[src/rtl/reg_scan_display.sv]
// Register readout: steps the CPU reg_sel, snapshots reg_data and scans it as hex onto an 8-digit 7-seg display.
// Optional INDEX_OVERLAY_EN: digits 7..6 show the register index, digits 5..0 show data[23:0].
module reg_scan_display #(
  parameter int unsigned DIGIT_DIV   = 50000,
  parameter int unsigned HOLD_CYCLES = 50000000
) (
  input  logic        clk,
  input  logic        rst,
  input  logic        auto_en,
  input  logic        step,
  input  logic        freeze,
  output logic [4:0]  reg_sel,
  input  logic [31:0] reg_data,
  output logic [7:0]  disp_an,
  output logic [7:0]  disp_seg
);

  localparam int unsigned DW = (DIGIT_DIV > 1) ? $clog2(DIGIT_DIV) : 1;
  localparam int unsigned HW = (HOLD_CYCLES > 1) ? $clog2(HOLD_CYCLES) : 1;
  localparam logic [DW-1:0] DIV_LAST  = DW'(DIGIT_DIV - 1);
  localparam logic [HW-1:0] HOLD_LAST = HW'(HOLD_CYCLES - 1);

  typedef enum logic [2:0] {
    SCAN0 = 3'd0, SCAN1 = 3'd1, SCAN2 = 3'd2, SCAN3 = 3'd3,
    SCAN4 = 3'd4, SCAN5 = 3'd5, SCAN6 = 3'd6, SCAN7 = 3'd7
  } scan_t;

  scan_t         scan_q, scan_d;
  logic [DW-1:0] div_q, div_d;
  logic [HW-1:0] hold_q, hold_d;
  logic [31:0]   snapshot;
  logic          step_q;
  logic          step_rise, auto_term, adv_any, div_term;
  logic [31:0]   word;
  logic [3:0]    nibble;
  logic          dp;
  logic [7:0]    an_d, seg_d;

`ifdef INDEX_OVERLAY_EN
  logic [4:0]    sel_d;
`endif

  function automatic logic [6:0] hex7(input logic [3:0] n);
    case (n)
      4'h0: hex7 = 7'h40;
      4'h1: hex7 = 7'h79;
      4'h2: hex7 = 7'h24;
      4'h3: hex7 = 7'h30;
      4'h4: hex7 = 7'h19;
      4'h5: hex7 = 7'h12;
      4'h6: hex7 = 7'h02;
      4'h7: hex7 = 7'h78;
      4'h8: hex7 = 7'h00;
      4'h9: hex7 = 7'h10;
      4'hA: hex7 = 7'h08;
      4'hB: hex7 = 7'h03;
      4'hC: hex7 = 7'h46;
      4'hD: hex7 = 7'h21;
      4'hE: hex7 = 7'h06;
      default: hex7 = 7'h0E;
    endcase
  endfunction

  always_comb begin
    step_rise = step & ~step_q;
    auto_term = auto_en && (hold_q == HOLD_LAST);
    adv_any   = step_rise | auto_term;

    // A manual step restarts the hold period so the new register gets a full display interval
    if (!auto_en || step_rise || auto_term) hold_d = '0;
    else                                    hold_d = hold_q + 1'b1;

    div_term = (div_q == DIV_LAST);
    div_d    = div_term ? '0 : div_q + 1'b1;
    scan_d   = div_term ? scan_t'(scan_q + 3'd1) : scan_q;

`ifdef INDEX_OVERLAY_EN
    word = {3'b000, sel_d, snapshot[23:0]};
    dp   = ~((scan_q == SCAN0 && auto_en) || (scan_q == SCAN6));
`else
    word = snapshot;
    dp   = ~(scan_q == SCAN0 && auto_en);
`endif

    nibble = word[{scan_q, 2'b00} +: 4];
    an_d   = ~(8'd1 << scan_q);
    seg_d  = {dp, hex7(nibble)};
  end

  always_ff @(posedge clk) begin
    if (rst) begin
      scan_q   <= SCAN0;
      div_q    <= '0;
      hold_q   <= '0;
      step_q   <= 1'b0;
      reg_sel  <= '0;
      snapshot <= '0;
      disp_an  <= '1;
      disp_seg <= '1;
    end else begin
      scan_q   <= scan_d;
      div_q    <= div_d;
      hold_q   <= hold_d;
      step_q   <= step;
      if (adv_any) reg_sel <= reg_sel + 5'd1;
      if (!freeze) snapshot <= reg_data;
      disp_an  <= an_d;
      disp_seg <= seg_d;
    end
  end

`ifdef INDEX_OVERLAY_EN
  // Index copy follows the snapshot's enable so both halves always describe the same register
  always_ff @(posedge clk) begin
    if (rst)          sel_d <= '0;
    else if (!freeze) sel_d <= reg_sel;
  end
`endif

endmodule

[config.mk]
export PLATFORM = sky130hd
export DESIGN_NAME = reg_scan_display
export DESIGN_NICKNAME = d
export VERILOG_FILES = /design/src/rtl/reg_scan_display.sv
export SDC_FILE = /design/constraint.sdc
export NUM_CORES = 1
export LEC_CHECK = 0
export CAP_MARGIN = 20
export CORE_ASPECT_RATIO = 0.5
export CORE_MARGIN = 5
export CORE_UTILIZATION = 55
export CTS_BUF_LIST = sky130_fd_sc_hd__clkbuf_16
export DETAILED_ROUTE_END_ITERATION = 12
export PLACE_DENSITY_LB_ADDON = 0.12
export SLEW_MARGIN = 20
export SYNTH_ARGS = -nofsm -noshare
export SYNTH_HDL_FRONTEND = slang
export SYNTH_SLANG_ARGS = --single-unit
[constraint.sdc]
create_clock -name clk -period 2.5 [get_ports clk]
set_clock_uncertainty 0.1 [all_clocks]
set_input_delay 0.75 -clock clk [delete_from_list [all_inputs] [get_ports clk]]
set_output_delay 0.75 -clock clk [all_outputs]
set_load 0.01 [all_outputs]
==> impl_metrics.yaml, run 1 <==
cts:
  clk_path_buf_depth: 2
  clock_latency_ns: 0.34
  holdBufCountCts: 0
  path_clk_slew_ns: 0.06
  cts_max_level: 3
  cts_sinks: 99
  cts-root-buf: "clkbuf_16"
  cts_tree: "built"
  cts_resized: 0
  postCtsSetupBuffers: 0
  cts_inserted_buffers: 9
global_routing:
  grt_pass1_vias: 2887
  grt_max_degree: 46
  grt_pass1_wl_um: 13700
  gr-usage-all-layers: 0.176
  grt_overflow: 0
  antenna_found_initial: 0
floorplanning:
  die_w_um: 135
  die_y_um: 72.5
  ios: 58
  die_area_mm2: 0.00978
  start_util: 0.576
  core_region_area_mm2: 0.00746
  rows: 22
place:
  dpl_cell_area_mm2: 0.00504
  gp_congestion: 0.793
  port_buffers: 57
  dpl.hpwl_um: 5980
sta:
  fin_crit_ns: 2.32
  holdWs_ns: 0.353
  fin_crit_sh: 0.927
  max_slew_margin: 0.580
  worstMarginPinSlew_ns: 0.626
  fin_tns_setup_ns: 0
  maxSlewViolCount: 0
  hold_violations: 0
  rsz0062_at_grt: "no"
  setup_viol: 0
  fmax_mhz: 431
layout:
  final_common_cell: "dfxtp_1"
  area_delta_synth_final_pct: 24.5
  antenna_cells: 0
  final_cell_mix: "dfxtp_1 (99), nor2_1 (89), clkdlybuf4s50_1 (56)"
  n_fill_cell: 576
  fin_area_mm2: 0.00535
  final_nets: 555
  drive_gt1_frac: 0.0943
routing:
  antenna_left: 0
  wire_per_inst_um: 13.3
  avgViaCountPerCell: 5.07
  wirelength_um: 8230
  vias: 3130
  drt_drc_violations_left: 0
  first_iter_violations: 135
  dr.pass1.iters: 4
logic_synthesis:
  seq_area_frac_synth: 0.462
  synth_cell_types: 52
  synth_top_area_share: 0.462
  async_flop_share: 0
  syn_nets: 489
  netlist_top_cells_area: "dfxtp_1 (46%), mux2i_1 (8.9%), nor2_1 (7.8%)"
  ys_ff_latch: 99
  synth.cell_area_mm2: 0.00429
  yosys_warnings: 0
  synth_edf_count: 0
  yosys.area.top_type: "dfxtp_1"
  avgSynthCellArea_um2: 9.80
  synthCells: 438
  synthFlopType: "dfxtp_1"
worst_setup_path:
  ff2ff_path_depth: 7
  endpoint_kind: "flop"
  start_kind: "flop"
  r2r_slack_ns: 0.18
  critPathMaxFanout: 9
  r2r_start: "scan_q[0]$_SDFFE_PP0N_"
  r2r_end: "disp_seg[1]$_SDFF_PP1_"
  crit_required_ns: 2.60
  arrival_ns: 2.42
  critPathKind: "reg -> reg"
min_path:
  min_path_cells: 1
  hold-path-endpoint: "hold_q[0]$_SDFF_PP0_"
  min_path_type: "reg -> reg"
  min_from: "hold_q[0]$_SDFF_PP0_"
outcome:
  status: "completed"
power_and_ir_drop:
  p_leak_nw: 2.11
  p_per_area_mw_per_mm2: 621
  ir_drop_mv: 0.471
  p_total_mw: 3.32
job:
  max-cap-violations: 0
-- critical path: stages, from the launching register on --
cell      delay, ns
dfxtp_1        0.33
buf_4          0.21
mux4_2         0.54
mux2_2         0.34
inv_1          0.12
ha_1           0.26
a21oi_2        0.13
o221ai_1       0.14
-- Yosys cell counts (3+ instances only) --
| library cell | instances |
|---|---|
| dfxtp_1 | 99 |
| nor2_1 | 89 |
| mux2i_1 | 38 |
| xor2_1 | 26 |
| nand2_1 | 25 |
| nand3_1 | 20 |
| ha_1 | 14 |
| xnor2_1 | 14 |
| nand4_1 | 13 |
| inv_1 | 10 |
| and3_1 | 7 |
| clkbuf_1 | 7 |
| mux4_2 | 5 |
| nor3_1 | 5 |
| a21oi_1 | 4 |
| buf_1 | 4 |
| o21ai_1 | 4 |
| or3_1 | 4 |
| mux2_2 | 3 |
| nor2b_1 | 3 |
| o21ai_0 | 3 |
| o221ai_1 | 3 |
-- worst max-delay path by stage --
stage | end | slack (ns) | from | cells after the start
2_1_floorplan | disp_seg[1]$_SDFF_PP1_ | 0.35 | scan_q[0]$_SDFFE_PP0N_ | 7
3_3_place_gp | reg_sel[4]$_SDFFE_PP0P_ | 0.03 | auto_en | 6
3_5_place_dp | reg_sel[4]$_SDFFE_PP0P_ | 0.008 | auto_en | 6
4_1_cts | disp_seg[1]$_SDFF_PP1_ | 0.20 | scan_q[0]$_SDFFE_PP0N_ | 7
5_1_grt | disp_seg[3]$_SDFF_PP1_ | 0.06 | scan_q[0]$_SDFFE_PP0N_ | 9
6_report | disp_seg[1]$_SDFF_PP1_ | 0.18 | scan_q[0]$_SDFFE_PP0N_ | 7
-- layout make-up --
cell class	instances	area (um2)	area share
multi-input cells	312	2190	0.410
flip-flops and latches	99	1980	0.371
repair buffers	70	688	0.129
well taps	108	135	0.0253
inverters	12	45.0	0.00843
clock inverters	7	76.3	0.0143
clock buffers	9	225	0.0421
-- report_power, final --
group	internal [mW]	switching, mW	leakage [nW]
logic	0.159	0.125	1.15
registers	1.63	0.0248	0.809
clock network	0.784	0.597	0.148
-- flip-flops by register name (all words and copies together), names as in the netlist --
register	cells
reg_sel	5
scan_q	3
step_q	1
disp_an	8
div_q	16
disp_seg	8
hold_q	26
snapshot	32
-- metrics by stage --
| stage | setup slack [ns] | utilization | std cells |
|---|---|---|---|
| 6_report | 0.181 | 0.717 | 617 |
| 5_1_grt | 0.0595 | 0.717 | 617 |
| 4_1_cts | 0.203 | 0.717 | 617 |
| 3_5_place_dp | 0.00774 | 0.676 | 601 |
| 3_3_place_gp | 0.0336 | 0.676 | 601 |
| 2_1_floorplan | 0.351 | - | 438 |
-- cell families (layout without fill, tap and decap cells) --
kind of cell             count (synthesis)  after routing  share of synthesized area
AND/OR/NAND/NOR                        181            181                      0.202
flip-flops                              99             99                      0.462
multiplexers                            50             50                      0.139
XOR/XNOR                                40             40                     0.0816
AO/OA/AOI/OAI                           27             27                     0.0469
buffers and inverters                   27             98                     0.0277
adder cells (fa/ha/maj)                 14             14                     0.0408
-- layer usage --
metal	routed length [um]	vias to the layer above	global-route usage	share of wire
met2	3820	37	0.279	0.46
met3	299	9	0.0526	0.036
li1	-	1634	-	-
met4	87	0	0.0503	0.011
met1	4020	1450	0.236	0.49
met5	0	-	0	0
No activity file was read; power rests on OpenSTA's default activity.
==> inputs of run 2 (changes only) <==
- GPL_TIMING_DRIVEN: default -> 0
==> impl_metrics.yaml, run 2 (same netlist as run 1, synthesis figures left out) <==
power_and_ir_drop:
  ir_drop_mv: 0.365
  p_total_mw: 3.28
  p_per_area_mw_per_mm2: 622
  p_leak_nw: 2.06
place:
  dpl_cell_area_mm2: 0.00498
  place_ws_ns: -0.221
  gp_congestion: 0.769
  port_buffers: 55
  dpl.hpwl_um: 6170
global_routing:
  antenna_found_initial: 0
  grt_max_degree: 17
  grt_pass1_wl_um: 14100
  grt_overflow: 0
  gr-usage-all-layers: 0.182
  grt_pass1_vias: 3026
cts:
  cts_sinks: 99
  clk_path_buf_depth: 2
  cts-root-buf: "clkbuf_16"
  path_clk_slew_ns: 0.07
  cts_inserted_buffers: 9
  holdBufCountCts: 0
  cts_tree: "built"
  cts_max_level: 3
  clock_latency_ns: 0.34
floorplanning:
  die_w_um: 135
  die_area_mm2: 0.00978
  die_y_um: 72.5
  rows: 22
  start_util: 0.576
  core_region_area_mm2: 0.00746
  ios: 58
routing:
  wl_met1_um: 4040
  wire_per_inst_um: 13.6
  wirelength_um: 8390
  first_iter_violations: 110
  drt_drc_violations_left: 0
  vias: 3181
  dr.pass1.iters: 4
  avgViaCountPerCell: 5.16
  wl_met3_um: 349
  top_layer_used: "met4"
  wl_met2_um: 3920
  antenna_left: 0
worst_setup_path:
  critPathMaxFanout: 10
  cp_slowest_cell: "clkinv_1"
  arrival_ns: 2.47
  crit_chain: "clkbuf_1 -> clkinv_1 -> nand2_1 -> clkbuf_1 -> nor2_1"
  start_kind: "primary input"
  cp_slowest_stage_delay_ns: 0.48
  critPathKind: "in -> reg"
  crit_required_ns: 2.62
  endpoint_kind: "flop"
  critPathMostFrequentCell: "clkbuf_1"
  cp_top_family: "buffers and inverters"
  crit_buf_inv: 3
sta:
  fmax_mhz: 425
  setup_ws_ns: 0.149
  rsz0062_at_grt: "no"
  hold_violations: 0
  setup_viol: 0
  fin_crit_ns: 2.35
  max_slew_margin: 0.513
  maxSlewViolCount: 0
  fin_crit_sh: 0.940
  worstMarginPinSlew_ns: 0.730
layout:
  antenna_cells: 0
  fin_util: 0.707
  fin_area_mm2: 0.00528
  largest_reg_flops: 32
  reg_top3: "snapshot x32, hold_q x26, div_q x16"
  area_delta_synth_final_pct: 22.8
  final_nets: 555
  drive_gt1_frac: 0.0747
  final_cell_mix: "dfxtp_1 (98), nor2_1 (89), clkdlybuf4s50_1 (55)"
  regMostFlops: "snapshot"
  final_common_cell: "dfxtp_1"
outcome:
  status: "completed"
min_path:
  min_path_type: "reg -> reg"
job:
  max-cap-violations: 0
## run 2: where the power goes
group          total (mW)  leakage [nW]  switching [mW]  internal (mW)
Clock                1.35         0.145           0.581          0.771
Sequential           1.65         0.809          0.0252           1.63
Combinational       0.273          1.10           0.125          0.149
Total                3.28          2.06           0.731           2.55
## run 2: worst paths after layout
check | slack, ns | to | cells after the start | startpoint
setup / recovery | 0.15 | div_q[10]$_SDFF_PP0_ | 5 | rst
hold reg to reg | 0.35 | hold_q[0]$_SDFF_PP0_ | 1 | hold_q[0]$_SDFF_PP0_
hold / removal | 0.35 | hold_q[0]$_SDFF_PP0_ | 1 | hold_q[0]$_SDFF_PP0_
setup reg to reg | 0.18 | disp_seg[3]$_SDFF_PP1_ | 9 | scan_q[0]$_SDFFE_PP0N_
## run 2: stage by stage
step | hold WS (ns) | TNS [ns] | std cells
2_1_floorplan | 0.318 | 0 | 438
3_3_place_gp | 0.330 | -5.17 | 601
3_5_place_dp | 0.343 | -5.61 | 601
4_1_cts | 0.358 | 0 | 617
5_1_grt | 0.365 | 0 | 617
6_report | 0.350 | 0 | 617
## run 2: what timing repair did
item,CTS,global route
pin swaps,0,0
setup endpoints to repair,2,2
buffers inserted,0,0
cloned,0,0
gates resized for setup,1,1
## run 2: final cells by class
cell class                 instances  area, um2
multi-input combinational        312       2190
fill                             583       2180
sequential                        99       1980
timing repair buffer              55        551
clock buffer                       9        225
tap                              108        135
buffer                            15       75.1
clock inverter                     7       67.6
inverter                          12       45.0
## run 2: worst reg2reg max path: cells and delay by family, from the launching register on
kind            cells  cell delay [ns]
mux                 2             0.89
compound gates      3             0.34
flops               1             0.38
buf+inv             3             0.37
fa+ha+maj           1             0.15
## run 2: metal layers
layer | up-vias | track usage
li1 | 1631 | -
met1 | 1499 | 0.230
met2 | 43 | 0.300
met3 | 8 | 0.0609
met4 | 0 | 0.0536
met5 | - | 0
==> RTL change (settings of run 2) <==
`hold_q` no longer has a reset.
--- a/src/rtl/reg_scan_display.sv
+++ b/src/rtl/reg_scan_display.sv
@@ -92,5 +92,4 @@
       scan_q   <= SCAN0;
       div_q    <= '0;
-      hold_q   <= '0;
       step_q   <= 1'b0;
       reg_sel  <= '0;
@@ -101,5 +100,4 @@
       scan_q   <= scan_d;
       div_q    <= div_d;
-      hold_q   <= hold_d;
       step_q   <= step;
       if (adv_any) reg_sel <= reg_sel + 5'd1;
@@ -108,4 +106,8 @@
       disp_seg <= seg_d;
     end
+  end
+
+  always_ff @(posedge clk) begin
+    hold_q <= hold_d;
   end
 
Behaviour: same outputs for any inputs over 10 cycles, from zero or initial values and one cycle with rst high; that may be too few to reach the edited logic, so the function may still have changed.
==> RTL change against run 2 <==
Largest power group unchanged; setup slack got worse by 42 ps; synthesized area barely moved; highest routed layer unchanged; routed wire length increased by 2.8%; synthesized cell count grew 0.46%; critical path depth is 2 higher; cell area increased by 2.1%; total power fell by 0.84%; sequential cell count unchanged; critical path type is now flip-flop to flip-flop.
==> RTL change: results (changes against run 2) <==
metric;value;unit;change
Pre-Repair DR Iteration Count;6;;was 4
outcome;completed;;unchanged
number of global-route vias before repair;3093;;was 3026
Cells after DPL;604;;was 601
drt wl/cell;13.7;um;was 13.6 um
Post-Syn Instances;440;;was 438
Area after DPL;4990;um^2;was 4980 um^2
Post-synth top cells;99 x dfxtp_1, 87 x nor2_1, 42 x mux2i_1;;was 99 x dfxtp_1, 89 x nor2_1, 38 x mux2i_1
gp weighted congestion;0.857;;was 0.769
Slowest cell on crit path;mux4_1;;was clkinv_1
first-pass GRT wire length;14400;um;was 14100 um
Total Wirelength;8620;um;was 8390 um
Worst Setup EP;disp_seg[3];;was div_q[10]
maximum vdd ir drop;0.371;mV;was 0.365 mV
Final HPWL DP;6200;um;was 6170 um
largest net degree at the start of global routing;19;;was 17
post-cts resize count;7;;was 1
crit path launch type;flip-flop;;was input port
Seq/Total Area, Yosys;46.1;%;was 46.2%
Post-Syn Nets;491;;was 489
Worst Path Max Fanout;9;;was 10
Crit path max-delay family;multiplexers;;was buffers and inverters
Crit. Startpoint;scan_q[0];;was rst
Worst EP arrival;2500;ps;was 2470 ps
Leak Pwr;2.13;nW;was 2.06 nW
crit-path max cell delay;610;ps;was 480 ps
Worst R2R Setup Slack;110;ps;was 180 ps
# nets final;566;;was 555
measured slew at the worst slew-check pin;749;ps;was 730 ps
largest cells by area after synthesis;dfxtp_1 46%, mux2i_1 9.8%, nor2_1 7.6%;;was dfxtp_1 46%, mux2i_1 8.9%, nor2_1 7.8%
Reg2Reg Depth;7;;was 9
DRT iter0 DRCs;115;;was 110
Yosys cell types;48;;was 52
H-tree depth;3;;unchanged
setup bufs post-CTS;3;;was 0
Port Buffer Count;56;;was 55
filler cell count;586;;was 583
Global Route Usage Sum;18.7;%;was 18.2%
RTL change: per-layer routing:
metal	GRT usage (%)	up-vias	wire length, um
li1	-	1670	-
met1	22.6	1475	3920
met5	0	-	0
met2	32.3	39	4270
met3	5.82	13	319
met4	5.92	0	118
RTL change: cells by family after synthesis:
logic type,after synthesis,synth area share (%)
and+or+nand+nor,189,21.1
DFF,99,46.1
muxes,50,14.0
xor gates and xnor gates,40,8.16
buffers and inverters,26,2.68
AOI/OAI and AO/OA,22,3.87
adders and majority gates,14,4.08
RTL change: stage by stage:
stage	utilization, %	hold slack [ps]	setup slack, ps
floorplan	-	326	34.3
global placement	67.0	344	-396
detailed placement	67.0	350	-405
CTS	71.5	368	36.6
global route	72.2	412	8.29
finish	72.2	366	107
RTL change: power by group through the flow:
stage | Sequential (mW) | Combinational (mW) | Clock [mW]
5_1_grt | 1.66 | 0.318 | 1.42
6_report | 1.66 | 0.288 | 1.31
3_5_place_dp | 1.69 | 0.280 | 0
3_3_place_gp | 1.69 | 0.277 | 0
4_1_cts | 1.66 | 0.291 | 1.34
2_1_floorplan | 1.70 | 0.149 | 0
RTL change: worst register-to-register path, cell delays in order, from the launching register on:
cell	delay, ps
dfxtp_4	370
buf_12	130
mux4_1	610
mux2i_4	230
inv_2	90
ha_1	260
a2111oi_1	390
a31oi_1	90
RTL change: area by class of cell:
cell class / count / area [um^2] / share of cell area, %
Sequential cell: 99 / 1990 / 36.9
Buffer: 17 / 95.1 / 1.77
Inverter: 9 / 37.5 / 0.697
Clock buffer: 9 / 225 / 4.18
Clock inverter: 7 / 61.3 / 1.14
Timing Repair Buffer: 64 / 621 / 11.5
Multi-Input combinational cell: 315 / 2220 / 41.3
Tap cell: 108 / 135 / 2.51
